[config.mk]
export PLATFORM = sky130hd
export DESIGN_NAME = ifu_fetch
export DESIGN_NICKNAME = d
export VERILOG_FILES = /design/src/rtl/ifu_pkg.sv /design/src/rtl/ifu_perf_cnt.sv /design/src/rtl/ifu_fetch.sv
export SDC_FILE = /design/constraint.sdc
export NUM_CORES = 1
export LEC_CHECK = 0
export BUFFER_PORTS_ARGS = -buffer_cell sky130_fd_sc_hd__buf_2
export CORE_MARGIN = 2
export CORE_UTILIZATION = 41
export CTS_BUF_LIST = sky130_fd_sc_hd__clkbuf_4 sky130_fd_sc_hd__clkbuf_8
export CTS_CLUSTER_DIAMETER = 60
export DETAILED_ROUTE_END_ITERATION = 10
export HOLD_SLACK_MARGIN = 0.02
export PLACE_DENSITY = 0.85
export SYNTH_ARGS = -nofsm -noshare
export SYNTH_HDL_FRONTEND = slang
export SYNTH_SLANG_ARGS = --single-unit
[constraint.sdc]
create_clock -name clk -period 1.7 [get_ports clk]
set_clock_uncertainty 0.05 [all_clocks]
set_input_delay 0.34 -clock clk [delete_from_list [all_inputs] [get_ports clk]]
set_output_delay 0.34 -clock clk [all_outputs]
set_load 0.005 [all_outputs]
[src/rtl/ifu_pkg.sv]
// Shared types and constants for the instruction fetch unit.
package ifu_pkg;

  typedef enum logic [1:0] {
    S_REQ  = 2'd0,
    S_WAIT = 2'd1,
    S_HOLD = 2'd2,
    S_EXEC = 2'd3
  } ifu_state_e;

  typedef enum logic [1:0] {
    CAUSE_NONE     = 2'd0,
    CAUSE_MISALIGN = 2'd1,
    CAUSE_BUSERR   = 2'd2
  } ifu_cause_e;

  localparam logic [31:0] NOP_INSN  = 32'h0000_0013;
  localparam logic [1:0]  RESP_OKAY = 2'b00;

  function automatic logic pc_misaligned(input logic [31:0] addr);
    return addr[1:0] != 2'b00;
  endfunction

endpackage

[src/rtl/ifu_perf_cnt.sv]
// Pair of saturating event counters for fetch performance monitoring.
module ifu_perf_cnt #(
  parameter int W = 64
) (
  input  logic         clk,
  input  logic         rst,
  input  logic         inc_a,
  input  logic         inc_b,
  output logic [W-1:0] cnt_a,
  output logic [W-1:0] cnt_b
);

  always_ff @(posedge clk) begin
    if (rst) begin
      cnt_a <= '0;
      cnt_b <= '0;
    end else begin
      if (inc_a && cnt_a != {W{1'b1}}) cnt_a <= cnt_a + W'(1);
      if (inc_b && cnt_b != {W{1'b1}}) cnt_b <= cnt_b + W'(1);
    end
  end

endmodule

[src/rtl/ifu_fetch.sv]
// Instruction fetch stage: owns the PC, one bus read per instruction, hands words to decode.
// Optional perf counters are built when IFU_PERF_CNT_EN is defined.
//
// state  | meaning
// S_REQ  | drive fetch address (or raise misalign fault without a bus request)
// S_WAIT | address accepted, waiting for read data
// S_HOLD | word/pc/fault presented to decode until accepted
// S_EXEC | instruction downstream, waiting for the committed next pc
module ifu_fetch
  import ifu_pkg::*;
#(
  parameter logic [31:0] RESET_PC = 32'h8000_0000,
  parameter int          CNT_W    = 64
) (
  input  logic        clk,
  input  logic        rst,
  output logic        imem_arvalid,
  output logic [31:0] imem_araddr,
  input  logic        imem_arready,
  input  logic        imem_rvalid,
  input  logic [31:0] imem_rdata,
  input  logic [1:0]  imem_rresp,
  output logic        imem_rready,
  output logic        ifu_valid,
  output logic [31:0] ins,
  output logic [31:0] pc,
  input  logic        idu_ready,
  input  logic        pc_update,
  input  logic [31:0] pc_next,
  output logic        ifu_fault,
  output logic [1:0]  fault_cause
`ifdef IFU_PERF_CNT_EN
  ,
  output logic [CNT_W-1:0] perf_fetch_cnt,
  output logic [CNT_W-1:0] perf_stall_cnt
`endif
);

  ifu_state_e  state;
  ifu_cause_e  cause_q;
  logic [31:0] pc_q;
  logic [31:0] ins_q;
  logic        arvalid_q;
  logic        fault_q;

  always_ff @(posedge clk) begin
    if (rst) begin
      state     <= S_REQ;
      pc_q      <= RESET_PC;
      ins_q     <= '0;
      arvalid_q <= 1'b0;
      fault_q   <= 1'b0;
      cause_q   <= CAUSE_NONE;
    end else begin
      case (state)
        S_REQ: begin
          // First cycle in S_REQ decides between a bus request and a misalign fault.
          if (!arvalid_q) begin
            if (pc_misaligned(pc_q)) begin
              ins_q   <= NOP_INSN;
              fault_q <= 1'b1;
              cause_q <= CAUSE_MISALIGN;
              state   <= S_HOLD;
            end else begin
              arvalid_q <= 1'b1;
            end
          end else if (imem_arready) begin
            arvalid_q <= 1'b0;
            state     <= S_WAIT;
          end
        end
        S_WAIT: begin
          if (imem_rvalid) begin
            if (imem_rresp != RESP_OKAY) begin
              ins_q   <= NOP_INSN;
              fault_q <= 1'b1;
              cause_q <= CAUSE_BUSERR;
            end else begin
              ins_q <= imem_rdata;
            end
            state <= S_HOLD;
          end
        end
        S_HOLD: begin
          if (idu_ready) state <= S_EXEC;
        end
        S_EXEC: begin
          if (pc_update) begin
            pc_q    <= pc_next;
            fault_q <= 1'b0;
            cause_q <= CAUSE_NONE;
            state   <= S_REQ;
          end
        end
        default: state <= S_REQ;
      endcase
    end
  end

  assign imem_arvalid = arvalid_q;
  assign imem_araddr  = pc_q;
  assign imem_rready  = (state == S_WAIT);
  assign ifu_valid    = (state == S_HOLD);
  assign ins          = ins_q;
  assign pc           = pc_q;
  assign ifu_fault    = fault_q;
  assign fault_cause  = cause_q;

  // Downstream must only commit a next pc while the instruction is out for execution.
  assert property (@(posedge clk) disable iff (rst) pc_update |-> (state == S_EXEC));

`ifdef IFU_PERF_CNT_EN
  ifu_perf_cnt #(.W(CNT_W)) u_perf_cnt (
    .clk   (clk),
    .rst   (rst),
    .inc_a (ifu_valid && idu_ready),
    .inc_b ((state == S_REQ) || (state == S_WAIT)),
    .cnt_a (perf_fetch_cnt),
    .cnt_b (perf_stall_cnt)
  );
`else
  localparam int unused_cnt_w = CNT_W;
`endif

endmodule

# Yosys cells after proc, flatten, opt, wreduce, memory -nomap -nowiden
# Index checks and enable logic that the tools add are counted.
[word_totals]
ff_bits = 70
latchBits = 0
mem_bits_rw = 0
romBits = 0
input_bits = 72
output_inout_bits = 102
wordCells = 52
memories = 0
[classes]
add_sub_neg = 0
mul = 0
div = 0
n_lt_le_gt_ge = 0
eq_ne = 11
shift = 0
n_mux = 26
bitwise_logic = 0
reduce_logical = 9
[ops]
columns = ["cell", "count"]
rows = [
  ["32-bit 2-to-1 mux", 4],
  ["32-bit case mux with 2 select lines", 1],
  ["2-bit 2-to-1 mux", 10],
  ["1-bit 2-to-1 mux", 8],
  ["2-bit inequality test (second input constant)", 4],
  ["2-bit case mux with 4 select lines", 1],
  ["3-bit inequality test (second input constant)", 2],
  ["2-bit case mux with 3 select lines", 1],
  ["6-bit AND reduction", 1],
  ["2-bit nonzero test", 3],
  ["5-bit AND reduction", 1],
  ["2-bit == test (second input constant)", 2],
  ["2-bit by 1-bit inequality test with 1-bit output (second input constant)", 2],
  ["4-bit AND reduction", 1],
  ["1-bit case mux with 3 select lines", 1],
  ["3-bit nonzero test", 1],
  ["2-bit by 1-bit == test with 1-bit output (second input constant)", 1],
  ["2-bit zero test", 1],
  ["2-bit AND reduction", 1],
]

# Logic depth before layout (Yosys ltp)
[depth]
ltp_word = 4
mapped_depth = 7
depth_no_buf = 6

# Worst setup path before layout
# Ideal clock, no wire load.
[synth_timing]
path_kind = "flip-flop to flip-flop"
start = "reg state[1]"
end = "reg ins_q[4], in the netlist ins[4]"
setup_time_ns = 0.129
arrival_time_ns = 1.559
required_time_ns = 1.521
slack_ns = -0.038
stages_incl_launch_ff = 8
n_path_buf = 1
synth_period_minus_slack_ns = 1.738
cell_sequence = "dfxtp_1 -> inv_1 -> ha_1 -> and2b_1 -> a211o_1 -> buf_2 -> nor3_2 -> nor3_2"
[synth_between]
elab_chain_cells = 3
word_cells_on_any_way = 8
cone_classes = "4 x eq/ne; 1 x mux; 3 x reduce/logical"
[synth_rtl]
columns = ["element", "line", "rtl"]
rows = [
  ["start, declared", "ifu_fetch.sv:39", "ifu_state_e state;"],
  ["start signal, assigned", "ifu_fetch.sv:48", "state <= S_REQ;"],
  ["start signal, assigned", "ifu_fetch.sv:63", "state <= S_HOLD;"],
  ["start signal, assigned", "ifu_fetch.sv:69", "state <= S_WAIT;"],
  ["2-bit by 1-bit == test with 1-bit output (*)", "--", ""],
  ["named net imem_rready", "ifu_fetch.sv:23", "output logic imem_rready,"],
  ["2-bit inequality test (no line) or 2-bit nonzero test (tied branches)", "--", ""],
  ["4-bit AND reduction (no line)", "--", ""],
  ["end signal, assigned", "ifu_fetch.sv:79", "ins_q <= imem_rdata;"],
  ["end, declared", "ifu_fetch.sv:42", "logic [31:0] ins_q;"],
]
# Mark *: on every way through the listed nets, which the timed path passes. The rest lies on a longest branch.
# A chain may end at the register's enable or synchronous reset.

# Worst setup path in the final report
[layout_timing]
start = "reg state[0]"
end = "reg ins_q[25], in the netlist ins[25]"
[layout_between]
elab_chain_cells = 3
word_cells_on_any_way = 8
cone_classes = "4 x eq/ne; 1 x mux; 3 x reduce/logical"
[layout_rtl]
columns = ["element", "line", "rtl"]
rows = [
  ["2-bit by 1-bit == test with 1-bit output or 2-bit zero test (tied branches)", "ifu_fetch.sv:55", "case (state)"],
  ["2-bit inequality test (no line) or 2-bit nonzero test (tied branches)", "--", ""],
  ["4-bit AND reduction (no line)", "--", ""],
]
# Several ways; a longest one is shown, not always the timed one.

==> flow_summary.html <==
<table>
<tr><th>Metric</th><th>Value</th></tr>
<tr><th colspan="2">Global route</th></tr>
<tr><td>Number of antenna violations at the first check in global routing</td><td>0</td></tr>
<tr><td>Aggregate global-route resource usage</td><td>19.36%</td></tr>
<tr><td>Maximum number of pins on one net before global-route repair</td><td>33</td></tr>
<tr><td>Overall overflow remaining after global route</td><td>0</td></tr>
<tr><td>Via count of the first global-routing pass</td><td>2,773</td></tr>
<tr><td>First-pass GRT wire length</td><td>11.98 mm</td></tr>
<tr><th colspan="2">Placement</th></tr>
<tr><td>Number of I/O port buffers</td><td>between 150 and 200</td></tr>
<tr><td>Cell Count Post-Placement</td><td>about 600</td></tr>
<tr><td>Half-perimeter wire length after placement</td><td>5.863 mm</td></tr>
<tr><td>Final RePlAce weighted congestion</td><td>0.8755</td></tr>
<tr><td>Placement-stage worst setup slack</td><td>-0.1469 ns</td></tr>
<tr><th colspan="2">Die</th></tr>
<tr><td>Initial standard-cell utilization of the core</td><td>41.80%</td></tr>
<tr><td>Die Y</td><td>89.53 µm</td></tr>
<tr><td>Ports placed on the boundary</td><td>174</td></tr>
<tr><td>Die Span X</td><td>89.53 µm</td></tr>
<tr><td>Placement row count</td><td>31</td></tr>
<tr><td>Standard cell core area</td><td>0.007176 mm²</td></tr>
<tr><td>Total Die Area</td><td>about 0.0080 mm²</td></tr>
<tr><th colspan="2">Pwr</th></tr>
<tr><td>Total leakage power</td><td>2.010 nW</td></tr>
<tr><td>Pwr dens</td><td>1234 mW/mm²</td></tr>
<tr><td>Max IR drop VDD</td><td>0.0007749 V</td></tr>
<tr><th colspan="2">Critical path</th></tr>
<tr><td>Slowest cell on the critical path</td><td>sky130_fd_sc_hd__dfxtp_4</td></tr>
<tr><td>Nature of the critical path endpoint</td><td>flip-flop</td></tr>
<tr><td>Number of buffer and inverter instances along the worst setup path</td><td>4</td></tr>
<tr><td>Kind of launch point of the worst setup path</td><td>flip-flop</td></tr>
<tr><td>Endpoint required time on the critical path</td><td>1.91 ns</td></tr>
<tr><td>Critical path's largest stage delay</td><td>0.38 ns</td></tr>
<tr><td>Data arrival time of the worst path</td><td>between 1.5 and 2 ns</td></tr>
<tr><td>Largest delay contributor family on the critical path</td><td>buffers and inverters</td></tr>
<tr><td>WS Path Type</td><td>reg -&gt; reg</td></tr>
<tr><td>List of cells traversed by the critical path</td><td>inv_2 &gt; ha_2 &gt; buf_4 &gt; a211oi_4 &gt; buf_6 &gt; clkbuf_16 &gt; nand3_1 &gt; a21oi_1</td></tr>
<tr><td>Largest fanout on the critical path</td><td>16</td></tr>
<tr><th colspan="2">Synth</th></tr>
<tr><td>Proportion of register bits with asynchronous set or reset after synthesis</td><td>0%</td></tr>
<tr><td>Post-synth EDFFs</td><td>0</td></tr>
<tr><td>Avg Cell Area, Syn</td><td>8.217 µm²</td></tr>
<tr><td>Net count of the mapped netlist</td><td>443</td></tr>
<tr><td>Count of unique library cells instantiated by Yosys</td><td>34</td></tr>
<tr><td>Post-synthesis sequential area ratio</td><td>46.73%</td></tr>
<tr><td>YS warnings</td><td>0</td></tr>
<tr><td>Netlist Area Pre-Place</td><td>0.002999 mm²</td></tr>
<tr><td>Dominant register cell in the synthesized netlist</td><td>sky130_fd_sc_hd__dfxtp_1</td></tr>
<tr><td>Post-Syn Instances</td><td>365</td></tr>
<tr><td>Count of state elements after synthesis</td><td>70</td></tr>
<tr><th colspan="2">Timing</th></tr>
<tr><td>Total count of hold-check failures in the final report</td><td>0</td></tr>
<tr><td>Final setup fails</td><td>1</td></tr>
<tr><td>Setup WS post-layout</td><td>-0.003199 ns</td></tr>
<tr><td>Final Max Tran Viols</td><td>0</td></tr>
<tr><td>Total negative slack</td><td>-0.003199 ns</td></tr>
<tr><td>Highest clock rate</td><td>0.5871 GHz</td></tr>
<tr><td>Transition time at the pin with the least slew margin</td><td>approximately 0.60 ns</td></tr>
<tr><td>Worst hold slack after final layout</td><td>0.1811 ns</td></tr>
<tr><td>Max transition margin</td><td>about three fifths</td></tr>
<tr><td>Setup repair after global routing missed its margin</td><td>true</td></tr>
<tr><td>Final period demand of the worst path</td><td>1.703 ns</td></tr>
<tr><td>Fin crit share</td><td>100.2%</td></tr>
<tr><th colspan="2">Layout</th></tr>
<tr><td>Area growth from synthesis to layout</td><td>43.10%</td></tr>
<tr><td>Share of layout cells above drive strength 1</td><td>47.17%</td></tr>
<tr><td>Number of nets in the finished design</td><td>slightly above 600</td></tr>
<tr><td>Antenna Diode Count</td><td>0</td></tr>
<tr><td>Most common cell after layout, fill and taps aside</td><td>sky130_fd_sc_hd__buf_2</td></tr>
<tr><td>Leading cell types in the layout, fill and taps excluded</td><td>sky130_fd_sc_hd__buf_2, sky130_fd_sc_hd__nand2_1, sky130_fd_sc_hd__dfxtp_1, sky130_fd_sc_hd__a21oi_1, sky130_fd_sc_hd__nand3_1</td></tr>
<tr><td>Post-route insts no fill</td><td>around 630</td></tr>
<tr><th colspan="2">Status</th></tr>
<tr><td>Result of the run</td><td>finished with violations</td></tr>
<tr><td>Failing checks</td><td>setup timing</td></tr>
<tr><th colspan="2">CTS</th></tr>
<tr><td>Num CTS Buffers</td><td>9</td></tr>
<tr><td>Hold_buf cts</td><td>0</td></tr>
<tr><td>Clock-pin slew of the registers on the worst-case setup and hold paths</td><td>0.08 ns</td></tr>
<tr><td>Clock tree from TritonCTS</td><td>built</td></tr>
<tr><td>Sinks on the clock net</td><td>70</td></tr>
<tr><td>Clk Latency, worst-skew pair</td><td>0.33 ns</td></tr>
<tr><td>Maximum level of the CTS H-tree</td><td>3</td></tr>
<tr><td>CTS Root Buffer Type</td><td>sky130_fd_sc_hd__clkbuf_8</td></tr>
<tr><td>Clock tree buffer depth</td><td>2</td></tr>
<tr><th colspan="2">Route</th></tr>
<tr><td>Number of design rule violations left after detail routing</td><td>0</td></tr>
<tr><td>Number of DRC violations after detailed-routing iteration 0</td><td>93</td></tr>
<tr><td>Post-detailed-route count of antenna-violating nets</td><td>0</td></tr>
<tr><td>Number of vias per cell</td><td>4.833</td></tr>
<tr><td>Drt total wl</td><td>8.264 mm</td></tr>
<tr><td>Routed wire length per instance</td><td>13.14 µm</td></tr>
<tr><td>Number of vias after detailed routing</td><td>3,040</td></tr>
<tr><td>Number of iterations in the first detailed-routing pass</td><td>5</td></tr>
<tr><th colspan="2">Flow run</th></tr>
<tr><td>Max Cap Violations</td><td>0</td></tr>
<tr><th colspan="2">Min path</th></tr>
<tr><td>Hold WC Path Type</td><td>in -&gt; reg</td></tr>
</table>
==> state kept, by name (all words and copies together) (netlist names) <==
name / flops
imem_arvalid: 1
ifu_fault: 1
fault_cause: 2
ins: 32
state: 2
imem_araddr: 32
==> final cells by class <==
type	count	area [µm²]
Clock inverter	5	58.81
Clock buffer	10	137.6
Fill cell	633	2884
Inverter	4	17.52
Timing Repair Buffer	206	1236
Tap cell	99	123.9
Sequential cell	70	1406
Multi-Input combinational cell	235	1311
==> stage by stage <==
| step | instance area, µm² | power [mW] | util, % |
|---|---|---|---|
| floorplan | 3003 | 2.857 | - |
| global placement | 3859 | 3.383 | 53.78 |
| detailed placement | 3859 | 3.438 | 53.78 |
| CTS | 4134 | 4.929 | 57.61 |
| global route | 4292 | 5.594 | 59.81 |
| finish | 4292 | 5.294 | 59.81 |
==> cell families after synthesis <==
group / Yosys count / share of synthesized area (%)
flops: 70 / 46.72
compound gates: 75 / 14.98
mux: 1 / 0.3338
buf+inv: 60 / 12.81
simple gates: 153 / 22.65
fa+ha+maj: 6 / 2.503
==> synth_stat cells, types with 2 or more instances <==
cell / count / area share (%)
sky130_fd_sc_hd__nor3_2: 2 / 0.67
sky130_fd_sc_hd__inv_1: 4 / 0.50
sky130_fd_sc_hd__and2_1: 3 / 0.63
sky130_fd_sc_hd__buf_2: 7 / 1.2
sky130_fd_sc_hd__nor2_1: 6 / 0.75
sky130_fd_sc_hd__buf_4: 34 / 8.5
sky130_fd_sc_hd__o21ai_0: 2 / 0.33
sky130_fd_sc_hd__nand2b_1: 2 / 0.42
sky130_fd_sc_hd__a221oi_1: 2 / 0.58
sky130_fd_sc_hd__a21oi_2: 2 / 0.58
sky130_fd_sc_hd__dfxtp_1: 70 / 47
sky130_fd_sc_hd__a21oi_1: 60 / 10
sky130_fd_sc_hd__o21ai_1: 2 / 0.33
sky130_fd_sc_hd__ha_1: 6 / 2.5
sky130_fd_sc_hd__nand3_1: 30 / 5.0
sky130_fd_sc_hd__buf_6: 3 / 1.1
sky130_fd_sc_hd__clkbuf_1: 12 / 1.5
sky130_fd_sc_hd__nor3_1: 7 / 1.2
sky130_fd_sc_hd__nand2_1: 96 / 12
==> worst register-to-register path, delay by kind of cell (launching register included) <==
family	cells	cell delay (ns)
simple gates	1	0.08
fa+ha+maj	1	0.21
flops	1	0.38
compound gates	2	0.39
buf+inv	4	0.51
==> power by group <==
part | total, mW | internal (mW) | switching (mW) | leakage (nW)
clock network | 1.34 | 0.712 | 0.624 | 0.0948
registers | 1.87 | 1.78 | 0.0884 | 0.567
logic | 2.09 | 1.05 | 1.04 | 1.35
total | 5.29 | 3.54 | 1.75 | 2.01
==> final timing paths <==
| check | from | end | slack [ns] | cells after the start |
|---|---|---|---|---|
| max | state[0] | ins[25] | -0.003 | 8 |
| min | pc_next[31] | imem_araddr[31] | 0.18 | 3 |
| max reg2reg | state[0] | ins[25] | -0.003 | 8 |
| min reg2reg | ins[11] | ins[11] | 0.40 | 2 |
==> timing repair <==
action                                  4_1_cts  5_1_grt
pin swaps                                     3        4
gates resized for setup                      14       12
cloned                                        0        3
endpoints found under the setup margin       37       60
buffers inserted                              3        4
==> layer usage <==
layer | GRT usage (%) | wire [µm]
met1 | 21.67 | 3274
met2 | 34.68 | 4266
met3 | 4.155 | 558
met4 | 9.362 | 165
met5 | 0 | 0
No activity file was read; power rests on OpenSTA's default activity.
